==> src/rtl/sample_mixer_scheduler_if.sv <==
// Voice/mix bus between the frame sequencer and its environment.
// master: the scheduler; slave: divider, oscillator and output stage.
interface sample_mixer_scheduler_if #(
  parameter int NUM_VOICES = 4,
  parameter int SAMPLE_W   = 8
);
  localparam int IDX_W = $clog2(NUM_VOICES);

  logic                  enable;
  logic                  sample_now;
  logic [NUM_VOICES-1:0] voice_active;
  logic                  voice_req;
  logic [IDX_W-1:0]      voice_sel;
  logic                  voice_ack;
  logic [SAMPLE_W-1:0]   voice_sample;
  logic [SAMPLE_W-1:0]   mix_out;
  logic                  mix_valid;
  logic                  busy;
  logic                  overrun;
  logic                  clear_overrun;

  modport master (
    input  enable, sample_now, voice_active,
    input  voice_ack, voice_sample, clear_overrun,
    output voice_req, voice_sel, mix_out,
    output mix_valid, busy, overrun
  );

  modport slave (
    output enable, sample_now, voice_active,
    output voice_ack, voice_sample, clear_overrun,
    input  voice_req, voice_sel, mix_out,
    input  mix_valid, busy, overrun
  );
endinterface

==> src/rtl/sample_mixer_scheduler.sv <==
// Per-frame voice walker: requests each active voice from the shared
// oscillator, sums the samples and emits their truncated average.
// Ports: clk, rst (async, active-high), bus (master modport).
module sample_mixer_scheduler #(
  parameter int NUM_VOICES = 4,
  parameter int SAMPLE_W   = 8
) (
  input  logic                     clk,
  input  logic                     rst,
  sample_mixer_scheduler_if.master bus
);
  localparam int IDX_W = $clog2(NUM_VOICES);
  localparam int ACC_W = SAMPLE_W + IDX_W;
  localparam logic [IDX_W-1:0] LAST = IDX_W'(NUM_VOICES - 1);

  typedef enum logic [1:0] {
    IDLE, SELECT, WAIT, DONE
  } state_t;

  state_t                state_q;
  logic [IDX_W-1:0]      idx_q;
  logic [ACC_W-1:0]      acc_q;
  logic [NUM_VOICES-1:0] mask_q;
  logic [SAMPLE_W-1:0]   mix_q;
  logic                  mix_valid_q;
  logic                  overrun_q;
  logic                  overrun_d;
  logic                  busy;
  logic [ACC_W-1:0]      acc_sum;

  assign busy    = (state_q != IDLE);
  assign acc_sum = acc_q + ACC_W'(bus.voice_sample);

  // A dropped strobe must win over a same-cycle clear.
  assign overrun_d = (busy && bus.sample_now) ||
                     (overrun_q && !bus.clear_overrun);

  always_ff @(posedge clk or posedge rst) begin
    if (rst) begin
      state_q     <= IDLE;
      idx_q       <= '0;
      acc_q       <= '0;
      mask_q      <= '0;
      mix_q       <= '0;
      mix_valid_q <= 1'b0;
      overrun_q   <= 1'b0;
    end else begin
      mix_valid_q <= 1'b0;
      overrun_q   <= overrun_d;
      if (busy && !bus.enable) begin
        // Abort: withdraw the request, keep the old mix.
        state_q <= IDLE;
        idx_q   <= '0;
      end else begin
        unique case (state_q)
          IDLE: begin
            if (bus.sample_now && bus.enable) begin
              mask_q  <= bus.voice_active;
              acc_q   <= '0;
              idx_q   <= '0;
              state_q <= SELECT;
            end
          end
          SELECT: begin
            if (mask_q[idx_q]) begin
              state_q <= WAIT;
            end else if (idx_q == LAST) begin
              state_q <= DONE;
            end else begin
              idx_q <= idx_q + IDX_W'(1);
            end
          end
          WAIT: begin
            if (bus.voice_ack) begin
              acc_q <= acc_sum;
              if (idx_q == LAST) begin
                state_q <= DONE;
              end else begin
                idx_q   <= idx_q + IDX_W'(1);
                state_q <= SELECT;
              end
            end
          end
          DONE: begin
            // Upper SAMPLE_W bits = acc >> IDX_W.
            mix_q       <= acc_q[ACC_W-1:IDX_W];
            mix_valid_q <= 1'b1;
            idx_q       <= '0;
            state_q     <= IDLE;
          end
          default: state_q <= IDLE;
        endcase
      end
    end
  end

  assign bus.voice_req = (state_q == WAIT);
  assign bus.voice_sel = idx_q;
  assign bus.mix_out   = mix_q;
  assign bus.mix_valid = mix_valid_q;
  assign bus.busy      = busy;
  assign bus.overrun   = overrun_q;
endmodule

==> src/flat_wrapper.sv <==
// flat-port wrapper written by rule: the top's interface ports become plain ports
module sample_mixer_scheduler_flat 
#(
  parameter int NUM_VOICES = 4,
  parameter int SAMPLE_W   = 8
)
  (clk, rst, bus_enable, bus_sample_now, bus_voice_active, bus_voice_ack, bus_voice_sample, bus_clear_overrun, bus_voice_req, bus_voice_sel, bus_mix_out, bus_mix_valid, bus_busy, bus_overrun);
  sample_mixer_scheduler_if #(.NUM_VOICES(NUM_VOICES), .SAMPLE_W(SAMPLE_W)) bus_i ();
  input  logic clk;
  input  logic rst;
  input wire logic [$bits(bus_i.enable)-1:0] bus_enable;
  input wire logic [$bits(bus_i.sample_now)-1:0] bus_sample_now;
  input wire logic [$bits(bus_i.voice_active)-1:0] bus_voice_active;
  input wire logic [$bits(bus_i.voice_ack)-1:0] bus_voice_ack;
  input wire logic [$bits(bus_i.voice_sample)-1:0] bus_voice_sample;
  input wire logic [$bits(bus_i.clear_overrun)-1:0] bus_clear_overrun;
  output wire logic [$bits(bus_i.voice_req)-1:0] bus_voice_req;
  output wire logic [$bits(bus_i.voice_sel)-1:0] bus_voice_sel;
  output wire logic [$bits(bus_i.mix_out)-1:0] bus_mix_out;
  output wire logic [$bits(bus_i.mix_valid)-1:0] bus_mix_valid;
  output wire logic [$bits(bus_i.busy)-1:0] bus_busy;
  output wire logic [$bits(bus_i.overrun)-1:0] bus_overrun;
  assign bus_i.enable = bus_enable;
  assign bus_i.sample_now = bus_sample_now;
  assign bus_i.voice_active = bus_voice_active;
  assign bus_i.voice_ack = bus_voice_ack;
  assign bus_i.voice_sample = bus_voice_sample;
  assign bus_i.clear_overrun = bus_clear_overrun;
  assign bus_voice_req = bus_i.voice_req;
  assign bus_voice_sel = bus_i.voice_sel;
  assign bus_mix_out = bus_i.mix_out;
  assign bus_mix_valid = bus_i.mix_valid;
  assign bus_busy = bus_i.busy;
  assign bus_overrun = bus_i.overrun;
  sample_mixer_scheduler #(.NUM_VOICES(NUM_VOICES), .SAMPLE_W(SAMPLE_W)) u_core (.clk(clk), .rst(rst), .bus(bus_i));
endmodule
==> config.mk <==
export PLATFORM = sky130hd
export DESIGN_NAME = sample_mixer_scheduler_flat
export DESIGN_NICKNAME = d
export VERILOG_FILES = /design/src/rtl/sample_mixer_scheduler_if.sv /design/src/rtl/sample_mixer_scheduler.sv /design/src/flat_wrapper.sv
export SDC_FILE = /design/constraint.sdc
export NUM_CORES = 1
export LEC_CHECK = 0
export CAP_MARGIN = 0
export CORE_ASPECT_RATIO = 0.6
export CORE_UTILIZATION = 26
export DETAILED_ROUTE_END_ITERATION = 10
export PLACE_DENSITY_LB_ADDON = 0.3
export SETUP_SLACK_MARGIN = 0.02
export SLEW_MARGIN = 10
export SYNTH_ARGS = -nofsm -noshare
export SYNTH_HDL_FRONTEND = slang
export SYNTH_SLANG_ARGS = --single-unit
==> constraint.sdc <==
create_clock -name clk -period 2 [get_ports clk]
set_input_delay 0.2 -clock clk [delete_from_list [all_inputs] [get_ports clk]]
set_output_delay 0.2 -clock clk [all_outputs]
set_load 0.02 [all_outputs]
==> After elaboration in Yosys (flattened, before gate mapping) <==
Cells that the tools add are included.
{ "op_classes": {"n_div": 0, "n_mux": 20, "shift": 0, "n_addsub": 2, "n_bitwise": 1, "n_lt_le_gt_ge": 1, "mul": 0, "n_reduce_logical": 15, "eq_ne": 10} }
{ "op_table": {"columns": ["cell", "count"], "rows": [
  ["2-to-1 mux 2 bit", 11],
  ["2-to-1 mux 10 bit", 2],
  ["case mux 10 bit (2 select lines)", 1],
  ["case mux 2 bit (4 select lines)", 2],
  ["adder 10 x 8 -> 10 bit", 1],
  ["AND reduction 3 bit", 3],
  ["== test 2 bit, second input constant", 3],
  ["inequality test 3 x 2 -> 1 bit, second input constant", 2],
  ["logical AND 1 bit", 4],
  ["inequality test 4 x 1 -> 1 bit, second input constant", 1],
  ["AND reduction 4 bit", 1],
  ["nonzero test 2 bit", 2],
  ["less-than comparator 2 x 3 -> 1 bit, second input constant", 1],
  ["2-to-1 mux 1 bit", 3],
  ["inequality test 3 x 1 -> 1 bit, second input constant", 1],
  ["adder 2 x 1 -> 2 bit, second input constant", 1],
  ["binary-select mux 1 bit (select 2 bit)", 1],
  ["== test 2 x 1 -> 1 bit, second input constant", 1],
  ["logical NOT 1 bit", 2],
  ["logical NOT 2 bit", 1],
  ["inequality test 2 x 1 -> 1 bit, second input constant", 1],
  ["inequality test 2 bit, second input constant", 1],
  ["AND reduction 2 bit", 1],
  ["logical OR 1 bit", 1],
  ["inverter 1 bit", 1]
]} }
{ "totals": {"rom_bits": 0, "ramBits": 0, "mem_count": 0, "regBits": 28, "out_inout_bits": 14, "latchBits": 0, "inputBits": 18} }

==> Depth between registers and ports, before layout <==
Gate-level depths: netlist of the first run.
{ "logic_depth": {"depth_word": 5, "mapped_depth": 8, "ltp_nobuf": 8} }

==> Least setup slack after synthesis of the first run <==
Ideal clock, no wire load.
{ "synth_timing": {"path_type": "flip-flop to flip-flop", "start": "register u_core.state_q[0]", "end": "register u_core.acc_q[8]", "path_slack_ns": -0.268, "arrival_ns": 2.202, "path_stages_with_launch": 9, "setup_time_ns": 0.066, "path_cell_list": "dfrtp_1 inv_1 ha_1 mux2i_1 or3b_1 buf_2 or4_1 a21oi_1 a221o_1"} }
{ "synth_lines": {"columns": ["item", "line_no", "text"], "rows": [
  ["start: declaration", "sample_mixer_scheduler.sv:20", "state_t state_q;"],
  ["start signal: assignment", "sample_mixer_scheduler.sv:40", "state_q <= IDLE;"],
  ["start signal: assignment", "sample_mixer_scheduler.sv:52", "state_q <= IDLE;"],
  ["start signal: assignment", "sample_mixer_scheduler.sv:61", "state_q <= SELECT;"],
  ["== test 2 bit *", null, null],
  ["via bus_voice_req", "flat_wrapper.sv:17", "output wire logic [$bits(bus_i.voice_req)-1:0] bus_voice_req;"],
  ["inequality test 2 bit (no source line) / nonzero test 2 bit (equally long branches)", null, null],
  ["AND reduction 4 bit (no source line)", null, null],
  ["end signal: assignment", "sample_mixer_scheduler.sv:75", "acc_q <= acc_sum;"],
  ["end: declaration", "sample_mixer_scheduler.sv:22", "logic [ACC_W-1:0] acc_q;"]
]} }
The timed path passes the listed nets; every way through them passes the cells marked *.
A chain may end at the register's enable or synchronous reset.

==> Final worst setup path of the first run <==
{ "layout_timing": {"start": "input bus_voice_sample[0]", "end": "register u_core.acc_q[8]"} }
{ "layout_between": {"elab_chain_len": 3} }
{ "layout_lines": {"columns": ["item", "line_no", "text"], "rows": [
  ["start: declaration", "flat_wrapper.sv:15", "input wire logic [$bits(bus_i.voice_sample)-1:0] bus_voice_sample;"],
  ["adder 10 x 8 -> 10 bit", "sample_mixer_scheduler.sv:32", "assign acc_sum = acc_q + ACC_W'(bus.voice_sample);"],
  ["2-to-1 mux 10 bit", "sample_mixer_scheduler.sv:74", "if (bus.voice_ack) begin"],
  ["case mux 10 bit (2 select lines)", "sample_mixer_scheduler.sv:55", "unique case (state_q)"]
]} }
No other way between the ends. The select of a mux whose other input is x is not followed.

==> results of run 1 <==
flip-flops by register name, indices dropped and copies added, names as in the netlist:
| name | cells |
|---|---|
| u_core.bus.mix_valid | 1 |
| u_core.bus.voice_sel | 2 |
| u_core.mask_q | 4 |
| u_core.acc_q | 10 |
| u_core.bus.mix_out | 8 |
| u_core.state_q | 2 |
| u_core.bus.overrun | 1 |
logic make-up (layout without fill, tap and decap cells):
group                      after synthesis  count (layout)  share of synthesized area, %
xor gates and xnor gates                 3               3                         1.612
muxes                                   13              13                         9.593
DFF                                     28              28                         42.98
AOI/OAI and AO/OA                       40              40                         17.12
and+or+nand+nor                         43              43                         13.66
buffers and inverters                   13              77                         3.069
adders and majority gates               15              15                         11.97
area by class of cell:
class	instances	area [um2]
fill	561	3329
multi-input combinational	114	1018
sequential	28	700.7
timing repair buffer	62	545.5
tap	80	100.1
clock buffer	3	41.29
inverter	11	41.29
clock inverter	1	30.03
through the flow:
stage	hold slack (ns)	util (%)	instances	setup WS [ns]	power, mW
2_1_floorplan	0.2654	-	155	-0.03788	2.103
3_3_place_gp	0.4656	39.04	291	-0.3678	2.842
3_5_place_dp	0.4771	39.04	291	-0.4009	2.861
4_1_cts	0.3001	41.09	297	-0.02075	3.402
5_1_grt	0.3238	42.66	299	-0.1257	3.858
6_report	0.2860	42.66	299	-0.04305	3.600
per-layer routing:
layer  part of all wire (%)  vias to the layer above
met1                     59                      649
met3                    3.4                        2
met2                     37                       37
met5                      0                        -
li1                       -                      694
met4                   0.33                        0
final timing paths:
kind | slack (ns) | startpoint | to
min in group clk | 0.49 | u_core.bus.mix_out[7]$_DFFE_PP0P_ | u_core.bus.mix_out[7]$_DFFE_PP0P_
worst max register to register | -0.03 | u_core.acc_q[0]$_DFFE_PP0P_ | u_core.acc_q[8]$_DFFE_PP0P_
worst min register to register | 0.49 | u_core.bus.mix_out[7]$_DFFE_PP0P_ | u_core.bus.mix_out[7]$_DFFE_PP0P_
max in group asynchronous | 1.43 | rst | u_core.acc_q[4]$_DFFE_PP0P_
worst min-delay path | 0.29 | rst | u_core.mask_q[1]$_DFFE_PP0P_
worst max-delay path | -0.04 | bus_voice_sample[0] | u_core.acc_q[8]$_DFFE_PP0P_
timing repair:
| item | in CTS | in global routing |
|---|---|---|
| setup endpoints to repair | 4 | 9 |
| pin swaps | 4 | 6 |
| gates cloned | 0 | 0 |
| buffers inserted | 2 | 2 |
| gates resized for setup | 8 | 15 |
Yosys cell counts (2+ instances only):
cell type / instances
dfrtp_1: 28
ha_1: 14
nand2_1: 13
inv_1: 11
mux2_2: 11
a21oi_1: 8
nor2_1: 7
nor2b_1: 5
o21ai_0: 5
o31ai_1: 5
a21o_1: 4
o21a_1: 4
nand3_1: 3
nor3_1: 3
o41ai_1: 3
a211oi_1: 2
nand2b_1: 2
or3_1: 2
or3b_1: 2
xor2_1: 2
worst register-to-register path: stages (launching register included):
cell and delay [ns]:
dfrtp_1 0.39, ha_1 0.20, inv_2 0.06, fa_2 0.22
nor2b_4 0.05, o21a_1 0.21, buf_4 0.16, a311oi_4 0.25
a21oi_1 0.12, a221o_1 0.26
report_power, final:
group          internal [mW]  switching [mW]
clock network          0.269           0.192
registers              0.802           0.168
logic                   1.12            1.05
==> flow_summary.json, run 1 <==
{
  "status": "finished with violations",
  "violations": "setup timing",
  "synth_top_area_share_pct": 42.98,
  "cts_buffers": 3,
  "final_common_cell": "buf_4",
  "fin_crit_ns": 2.043,
  "antenna_found_initial": 0,
  "vias": 1382,
  "cts.sinks": 28,
  "cp_num_cells": 9,
  "ys_seq_area_share_pct": 42.98,
  "start_util_pct": 28.08,
  "grt.overflow.total": 0,
  "max_slew_margin_pct": 74.70,
  "required_ns": 2.17,
  "tritoncts": "done",
  "irDropWorstVdd_mv": 0.5108,
  "hold_viol": 0,
  "max_stage_delay_ns": 0.47,
  "root_buffer": "clkbuf_8",
  "arrival_ns": 2.22,
  "final_nets": 253,
  "finalSetupTns_ns": -0.06074,
  "cp_slowest_cell": "clkdlybuf4s50_1",
  "drive_gt1_share_pct": 31.05,
  "grt.busiest_layer": "met1",
  "num_io_pins": 32,
  "finClkSkew_ns": 0.006149,
  "synth-seq-cells": 28,
  "fin_area_um2": 2477,
  "dp_hpwl_mm": 3.137,
  "worst_pin_slew_ns": 0.3794,
  "crit_family": "compound AO/OA/AOI/OAI gates",
  "ctsLongestPathBuffers": 2,
  "final-setup-viol-count": 2,
  "yosysUniqueCellTypes": 41,
  "yosysWarnings": 0,
  "fin_crit_sh_pct": 102.2,
  "std_cell_rows": 21,
  "fmax_mhz": 489.5,
  "io_buffers": 31,
  "clk_pin_slew_ns": 0.10,
  "syn-cell-area_um2": 1630,
  "die_h_um": 63.34,
  "hp-class": "in -> async",
  "synth_enable_flop_cells": 0,
  "grt_util_met3_pct": 2.588,
  "critPathKind": "in -> reg",
  "ys_top_cells_by_area": "dfrtp_1, ha_1, mux2_2",
  "core_um2": 5807,
  "antennaDiodeCount": 0,
  "cpMostUsedCell": "o21a_1",
  "viasPerCell": 4.622,
  "fin_ws_ns": -0.04305,
  "end_kind": "flop",
  "drc_errors": 0,
  "drv_slew": 0,
  "drtAntennaViolNets": 0,
  "dpl_cell_area_um2": 2267,
  "grtUsageTotal_pct": 13.65,
  "gp_congestion": 0.7548,
  "synth_nets": 188,
  "path_cells": "clkdlybuf4s50_1 > ha_1 > inv_2 > fa_2 > nor2b_4 > o21a_1 > o21a_1 > o221ai_1 > a221o_1",
  "synth_ff_type": "dfrtp_1",
  "totalWireLength_mm": 4.209,
  "critPathLaunchType": "input port",
  "cp_max_fo": 2,
  "syn2layout_area_growth_pct": 51.96,
  "grt_pass1_vias": 1288,
  "worst-path-buf-inv": 2,
  "use_met2_pct": 17.75,
  "mostFrequentLayoutCells": "buf_4, clkdlybuf4s50_1, dfrtp_1",
  "first_pass_iters": 4,
  "rsz0062_at_grt": "yes",
  "die_x_um": 104.2,
  "ys_async_sr_fraction_pct": 100.0,
  "htree_levels": 1,
  "wl_per_cell_um": 14.08,
  "grt_max_degree": 29,
  "clk_latency_ns": 0.28,
  "synth_cells": 155,
  "cap_viol_max_count": 0,
  "p_per_area_nw_per_um2": 1453,
  "grt_pass1_wl_mm": 6.962,
  "drt_iter0_drc": 46,
  "ff2ff_path_depth": 9,
  "cts_hold_buf": 0,
  "p_leak_nw": 1.119,
  "yosysTopAreaCell": "dfrtp_1",
  "die-area_um2": 6601,
  "syn_area_per_cell_um2": 10.52,
  "met1_usage_pct": 22.41
}
No activity file was read; power rests on OpenSTA's default activity.
==> run 2, diff against run 1 <==
--- a/config.mk
+++ b/config.mk
@@ -8,6 +8,8 @@
 export CAP_MARGIN = 0
 export CORE_ASPECT_RATIO = 0.6
 export CORE_UTILIZATION = 26
+export CTS_BUF_LIST = sky130_fd_sc_hd__clkbuf_2
+export CTS_CLUSTER_SIZE = 20
 export DETAILED_ROUTE_END_ITERATION = 10
 export PLACE_DENSITY_LB_ADDON = 0.3
 export SETUP_SLACK_MARGIN = 0.02
==> flow_summary.json, run 2 (synthesized netlist as in run 1, its figures left out) <==
{
  "fin_area_um2": 2434,
  "drv_slew": 0,
  "finalSetupTns_ns": -0.02535,
  "regMostFlops": "u_core.acc_q",
  "antenna_found_initial": 0,
  "hold_viol": 0,
  "fillers": 563,
  "crit_start": "u_core.acc_q[0]$_DFFE_PP0P_",
  "status": "finished with violations",
  "mostFrequentLayoutCells": "buf_4, clkdlybuf4s50_1, dfrtp_1",
  "grt_pass1_wl_mm": 6.796,
  "tritoncts": "done",
  "critPathKind": "reg -> reg",
  "cts.sinks": 28,
  "viasPerCell": 4.557,
  "cp_slowest_cell": "dfrtp_1",
  "root_buffer": "clkbuf_2",
  "dpl_cell_area_um2": 2267,
  "grt.overflow.total": 0,
  "arrival_ns": 2.33,
  "ctsLongestPathBuffers": 2,
  "p_leak_nw": 1.100,
  "end_kind": "flop",
  "first_pass_iters": 4,
  "r2r_start": "u_core.acc_q[0]$_DFFE_PP0P_",
  "max_slew_margin_pct": 74.99,
  "timing.rr.end": "u_core.acc_q[8]$_DFFE_PP0P_",
  "seqPwrFrac_pct": 28.0,
  "power.internal_mw": 2.060,
  "drtAntennaViolNets": 0,
  "final-setup-viol-count": 2,
  "num_io_pins": 32,
  "gp_congestion": 0.7548,
  "grtUsageTotal_pct": 13.34,
  "switching_share_pct": 40.19,
  "final_common_cell": "buf_4",
  "grt_util_met3_pct": 2.899,
  "std_cell_rows": 21,
  "fmax_mhz": 496.4,
  "die-area_um2": 6601,
  "cts_hold_buf": 0,
  "core_um2": 5807,
  "place_ws_ns": -0.4009,
  "grt_pass1_vias": 1276,
  "hp-class": "in -> async",
  "grt_max_degree": 29,
  "drc_errors": 0,
  "irDropWorstVdd_mv": 0.4212,
  "htree_levels": 1,
  "comb_power_share_pct": 61.8,
  "cp_max_fo": 2,
  "dp_hpwl_mm": 3.137,
  "path_cells": "ha_1 > inv_2 > fa_2 > nor2b_4 > o21a_1 > o21a_1 > o221ai_1 > a221o_1",
  "crit_family": "compound AO/OA/AOI/OAI gates",
  "io_buffers": 31,
  "dp_cells": 291,
  "worst-path-buf-inv": 1,
  "p_sw_mw": 1.384,
  "clk_latency_ns": 0.38,
  "finClkSkew_ns": 0.003099,
  "largest_register_ffs": 10,
  "fin_ws_ns": -0.01453,
  "critPathLaunchType": "flop",
  "ff2ff_setup_slack_ns": -0.01,
  "fin_crit_ns": 2.015,
  "max_stage_delay_ns": 0.41,
  "antennaDiodeCount": 0,
  "drt_iter0_drc": 62,
  "cpMostUsedCell": "o21a_1",
  "cap_viol_max_count": 0,
  "clk_pin_slew_ns": 0.27,
  "die_x_um": 104.2,
  "use_met2_pct": 16.42,
  "syn2layout_area_growth_pct": 49.27,
  "worst_pin_slew_ns": 0.3752,
  "met1_usage_pct": 22.35,
  "wl_per_cell_um": 13.63,
  "required_ns": 2.31,
  "cts_buffers": 3,
  "violations": "setup timing",
  "stdcell_count": 298,
  "vias": 1358,
  "start_util_pct": 28.08,
  "rsz0062_at_grt": "yes",
  "totalWireLength_mm": 4.063,
  "die_h_um": 63.34,
  "hold_ws_ns": 0.1418,
  "clkPwrFrac_pct": 10.2,
  "ff2ff_path_depth": 8,
  "fin_crit_sh_pct": 100.7,
  "p_per_area_nw_per_um2": 1415,
  "drive_gt1_share_pct": 30.28,
  "final_nets": 252,
  "grt.busiest_layer": "met1"
}
run 2: per-layer routing:
metal	up-vias	wire, um
met4	0	0
met2	39	1462
met1	628	2392
met3	0	208
met5	-	0
li1	691	-
run 2: layout make-up:
cell class                 instances  area (um2)  share of cell area (%)
sequential                        28       700.7                   28.79
clock inverter                     1       30.03                   1.234
multi-input combinational        114        1013                   41.65
inverter                          11       41.29                   1.697
tap                               80       100.1                   4.113
timing repair buffer              61       533.0                   21.90
clock buffer                       3       15.01                  0.6170
run 2: worst max path at each step:
stage,endpoint,slack (ns),cells after the start
after floorplan,u_core.acc_q[8]$_DFFE_PP0P_,-0.04,8
after global placement,u_core.acc_q[8]$_DFFE_PP0P_,-0.37,10
after detailed placement,u_core.acc_q[8]$_DFFE_PP0P_,-0.40,10
after CTS,u_core.acc_q[9]$_DFFE_PP0P_,-0.05,7
after global routing,u_core.acc_q[6]$_DFFE_PP0P_,-0.14,9
final,u_core.acc_q[8]$_DFFE_PP0P_,-0.01,8
run 2: through the flow:
stage	total power [mW]	util (%)
6_report	3.443	41.91
5_1_grt	3.710	41.91
4_1_cts	3.302	40.77
3_5_place_dp	2.861	39.04
3_3_place_gp	2.842	39.04
2_1_floorplan	2.103	-
run 2: tightest hold or removal path: stages:
cell and delay (ns):
clkdlybuf4s50_1 0.40, inv_1 0.05, buf_4 0.34
run 2: repair_timing:
| item | CTS | global route |
|---|---|---|
| setup endpoints to repair | 5 | 9 |
| pin swaps | 4 | 5 |
| setup buffers | 2 | 1 |
| gates resized for setup | 12 | 11 |
run 2: power by group through the flow:
stage | logic (mW) | registers (mW) | clock network [mW]
final | 2.13 | 0.964 | 0.352
after floorplan | 1.04 | 1.06 | 0
after global placement | 1.86 | 0.978 | 0
after CTS | 1.97 | 0.968 | 0.363
after detailed placement | 1.88 | 0.984 | 0
after global routing | 2.32 | 1.01 | 0.383
==> run 3, diff against run 2 <==
--- a/config.mk
+++ b/config.mk
@@ -12,7 +12,6 @@
 export CTS_CLUSTER_SIZE = 20
 export DETAILED_ROUTE_END_ITERATION = 10
 export PLACE_DENSITY_LB_ADDON = 0.3
-export SETUP_SLACK_MARGIN = 0.02
 export SLEW_MARGIN = 10
 export SYNTH_ARGS = -nofsm -noshare
 export SYNTH_HDL_FRONTEND = slang
==> constraint.sdc (replaced) <==
create_clock -name clk -period 2.4 [get_ports clk]
set_input_delay 0.24 -clock clk [delete_from_list [all_inputs] [get_ports clk]]
set_output_delay 0.24 -clock clk [all_outputs]
set_load 0.02 [all_outputs]
==> flow_summary.json, run 3 (synthesized netlist as in run 1, its figures left out) <==
{
  "grt.overflow.total": 0,
  "cp_slowest_cell": "clkdlybuf4s50_1",
  "finClkSkew_ns": 0.01816,
  "tritoncts": "done",
  "dp_hpwl_mm": 2.811,
  "cap_viol_max_count": 0,
  "vias": 1296,
  "drc_errors": 0,
  "fin_area_um2": 2137,
  "grtUsageTotal_pct": 11.62,
  "p_sw_uw": 996.3,
  "power.internal_mw": 1.381,
  "seqPwrFrac_pct": 34.2,
  "comb_power_share_pct": 57.9,
  "hp-class": "in -> async",
  "max_stage_delay_ns": 0.60,
  "root_buffer": "clkbuf_2",
  "status": "finished, final reports clean",
  "worst_pin_slew_ns": 0.4424,
  "totalWireLength_mm": 3.643,
  "regMostFlops": "u_core.acc_q",
  "critPathLaunchType": "flop",
  "final-setup-viol-count": 0,
  "die_h_um": 63.34,
  "std_cell_rows": 21,
  "drtAntennaViolNets": 0,
  "path_cells": "inv_1 > ha_1 > buf_4 > clkdlybuf4s50_1",
  "cts_buffers": 3,
  "io_buffers": 31,
  "rsz0062_at_grt": "no",
  "largest_register_ffs": 10,
  "start_util_pct": 28.08,
  "fin_crit_ns": 2.248,
  "htree_levels": 1,
  "dpl_cell_area_um2": 2107,
  "antennaDiodeCount": 0,
  "antenna_found_initial": 0,
  "final_common_cell": "clkdlybuf4s50_1",
  "switching_share_pct": 41.90,
  "wl_per_cell_um": 13.06,
  "dp_cells": 274,
  "clk_latency_ns": 0.39,
  "grt_max_degree": 29,
  "gp_congestion": 0.7967,
  "cts.sinks": 28,
  "core_um2": 5807,
  "required_ns": 2.16,
  "critPathKind": "reg -> out",
  "clk_pin_slew_ns": 0.29,
  "viasPerCell": 4.645,
  "mostFrequentLayoutCells": "clkdlybuf4s50_1, dfrtp_1, ha_1",
  "ctsLongestPathBuffers": 2,
  "irDropWorstVdd_mv": 0.2990,
  "hold_viol": 0,
  "end_kind": "output pin",
  "clkPwrFrac_pct": 7.9,
  "fin_crit_sh_pct": 93.66,
  "grt_pass1_vias": 1152,
  "max_slew_margin_pct": 70.33,
  "stdcell_count": 279,
  "grt_pass1_wl_mm": 6.030,
  "p_per_area_nw_per_um2": 1113,
  "place_ws_ns": -0.02975,
  "cts_hold_buf": 0,
  "fmax_mhz": 444.9,
  "die_x_um": 104.2,
  "drv_slew": 0,
  "num_io_pins": 32,
  "crit_family": "buffers and inverters",
  "cp_max_fo": 6,
  "final_nets": 233,
  "syn2layout_area_growth_pct": 31.08,
  "drt_iter0_drc": 57,
  "worst-path-buf-inv": 3,
  "drive_gt1_share_pct": 13.57,
  "die-area_um2": 6601,
  "fin_ws_ns": 0.1523,
  "power.total_mw": 2.378,
  "first_pass_iters": 4,
  "p_leak_nw": 0.9722,
  "arrival_ns": 2.01
}
-- run 3: cell count changes in the layout (fill, tap and decap cells not counted), moves of 2 or more --
| cell | change |
|---|---|
| or3b_1 | +2 |
| buf_4 | -19 |
| ha_4 | -3 |
| inv_1 | +3 |
| nor2b_1 | +2 |
| ha_1 | +3 |
| or3b_4 | -2 |
| dlygate4sd2_1 | -2 |
| inv_2 | -3 |
| nor2b_4 | -2 |
-- run 3: worst register-to-register path: cells and delay by family, from the launching register on --
| kind | cells | cell delay, ns |
|---|---|---|
| AND/OR/NAND/NOR | 3 | 1.00 |
| flip-flops | 1 | 0.51 |
| adder cells (fa/ha/maj) | 1 | 0.21 |
| AO/OA/AOI/OAI | 1 | 0.15 |
| buffers and inverters | 1 | 0.13 |
| multiplexers | 1 | 0.11 |
-- run 3: metrics by stage --
stage	util (%)	TNS [ns]	hold slack (ns)
final	36.80	0	0.1587
after global routing	36.80	0	0.1793
after CTS	36.61	0	0.1627
after detailed placement	36.29	-0.02975	0.4771
after global placement	36.29	-0.007487	0.4777
after floorplan	-	0	0.3054
-- run 3: layout make-up --
class | count | area, um2
fillers | 588 | 3670
multi-input cells | 114 | 879.6
well taps | 80 | 100.1
repair buffers | 42 | 395.4
clock inverters | 1 | 3.754
flip-flops and latches | 28 | 701.9
clock buffers | 3 | 15.01
inverters | 11 | 41.29
-- run 3: power groups by stage --
stage / combinational [mW] / clock (mW) / sequential [mW]
floorplan: 0.828 / 0 / 0.880
global placement: 1.36 / 0 / 0.824
detailed placement: 1.36 / 0 / 0.829
CTS: 1.37 / 0.200 / 0.818
global route: 1.51 / 0.216 / 0.845
finish: 1.38 / 0.188 / 0.813
-- run 3: final timing paths --
path | startpoint | to | slack [ns] | depth (start not counted)
setup / recovery | u_core.state_q[0]$_DFFE_PP0P_ | bus_voice_req | 0.15 | 4
hold / removal | rst | u_core.bus.voice_sel[0]$_DFFE_PP0P_ | 0.16 | 3
setup reg to reg | u_core.state_q[0]$_DFFE_PP0P_ | u_core.acc_q[9]$_DFFE_PP0P_ | 0.21 | 7
hold reg to reg | u_core.bus.mix_out[7]$_DFFE_PP0P_ | u_core.bus.mix_out[7]$_DFFE_PP0P_ | 0.52 | 2
max in group asynchronous | rst | u_core.state_q[0]$_DFFE_PP0P_ | 1.96 | 3
min in group clk | bus_clear_overrun | u_core.bus.overrun$_DFF_PP0_ | 0.41 | 3
-- run 3: what timing repair did --
item / 4_1_cts / 5_1_grt
setup endpoints to repair: 0 / 1
buffers inserted: 0 / 1
resized for setup: 0 / 2
-- run 3: layer usage --
metal | wire (um) | GRT usage, %
met1 | 2119 | 19.27
met2 | 1362 | 14.50
met3 | 160 | 2.692
met4 | 0 | 2.143
met5 | 0 | 0
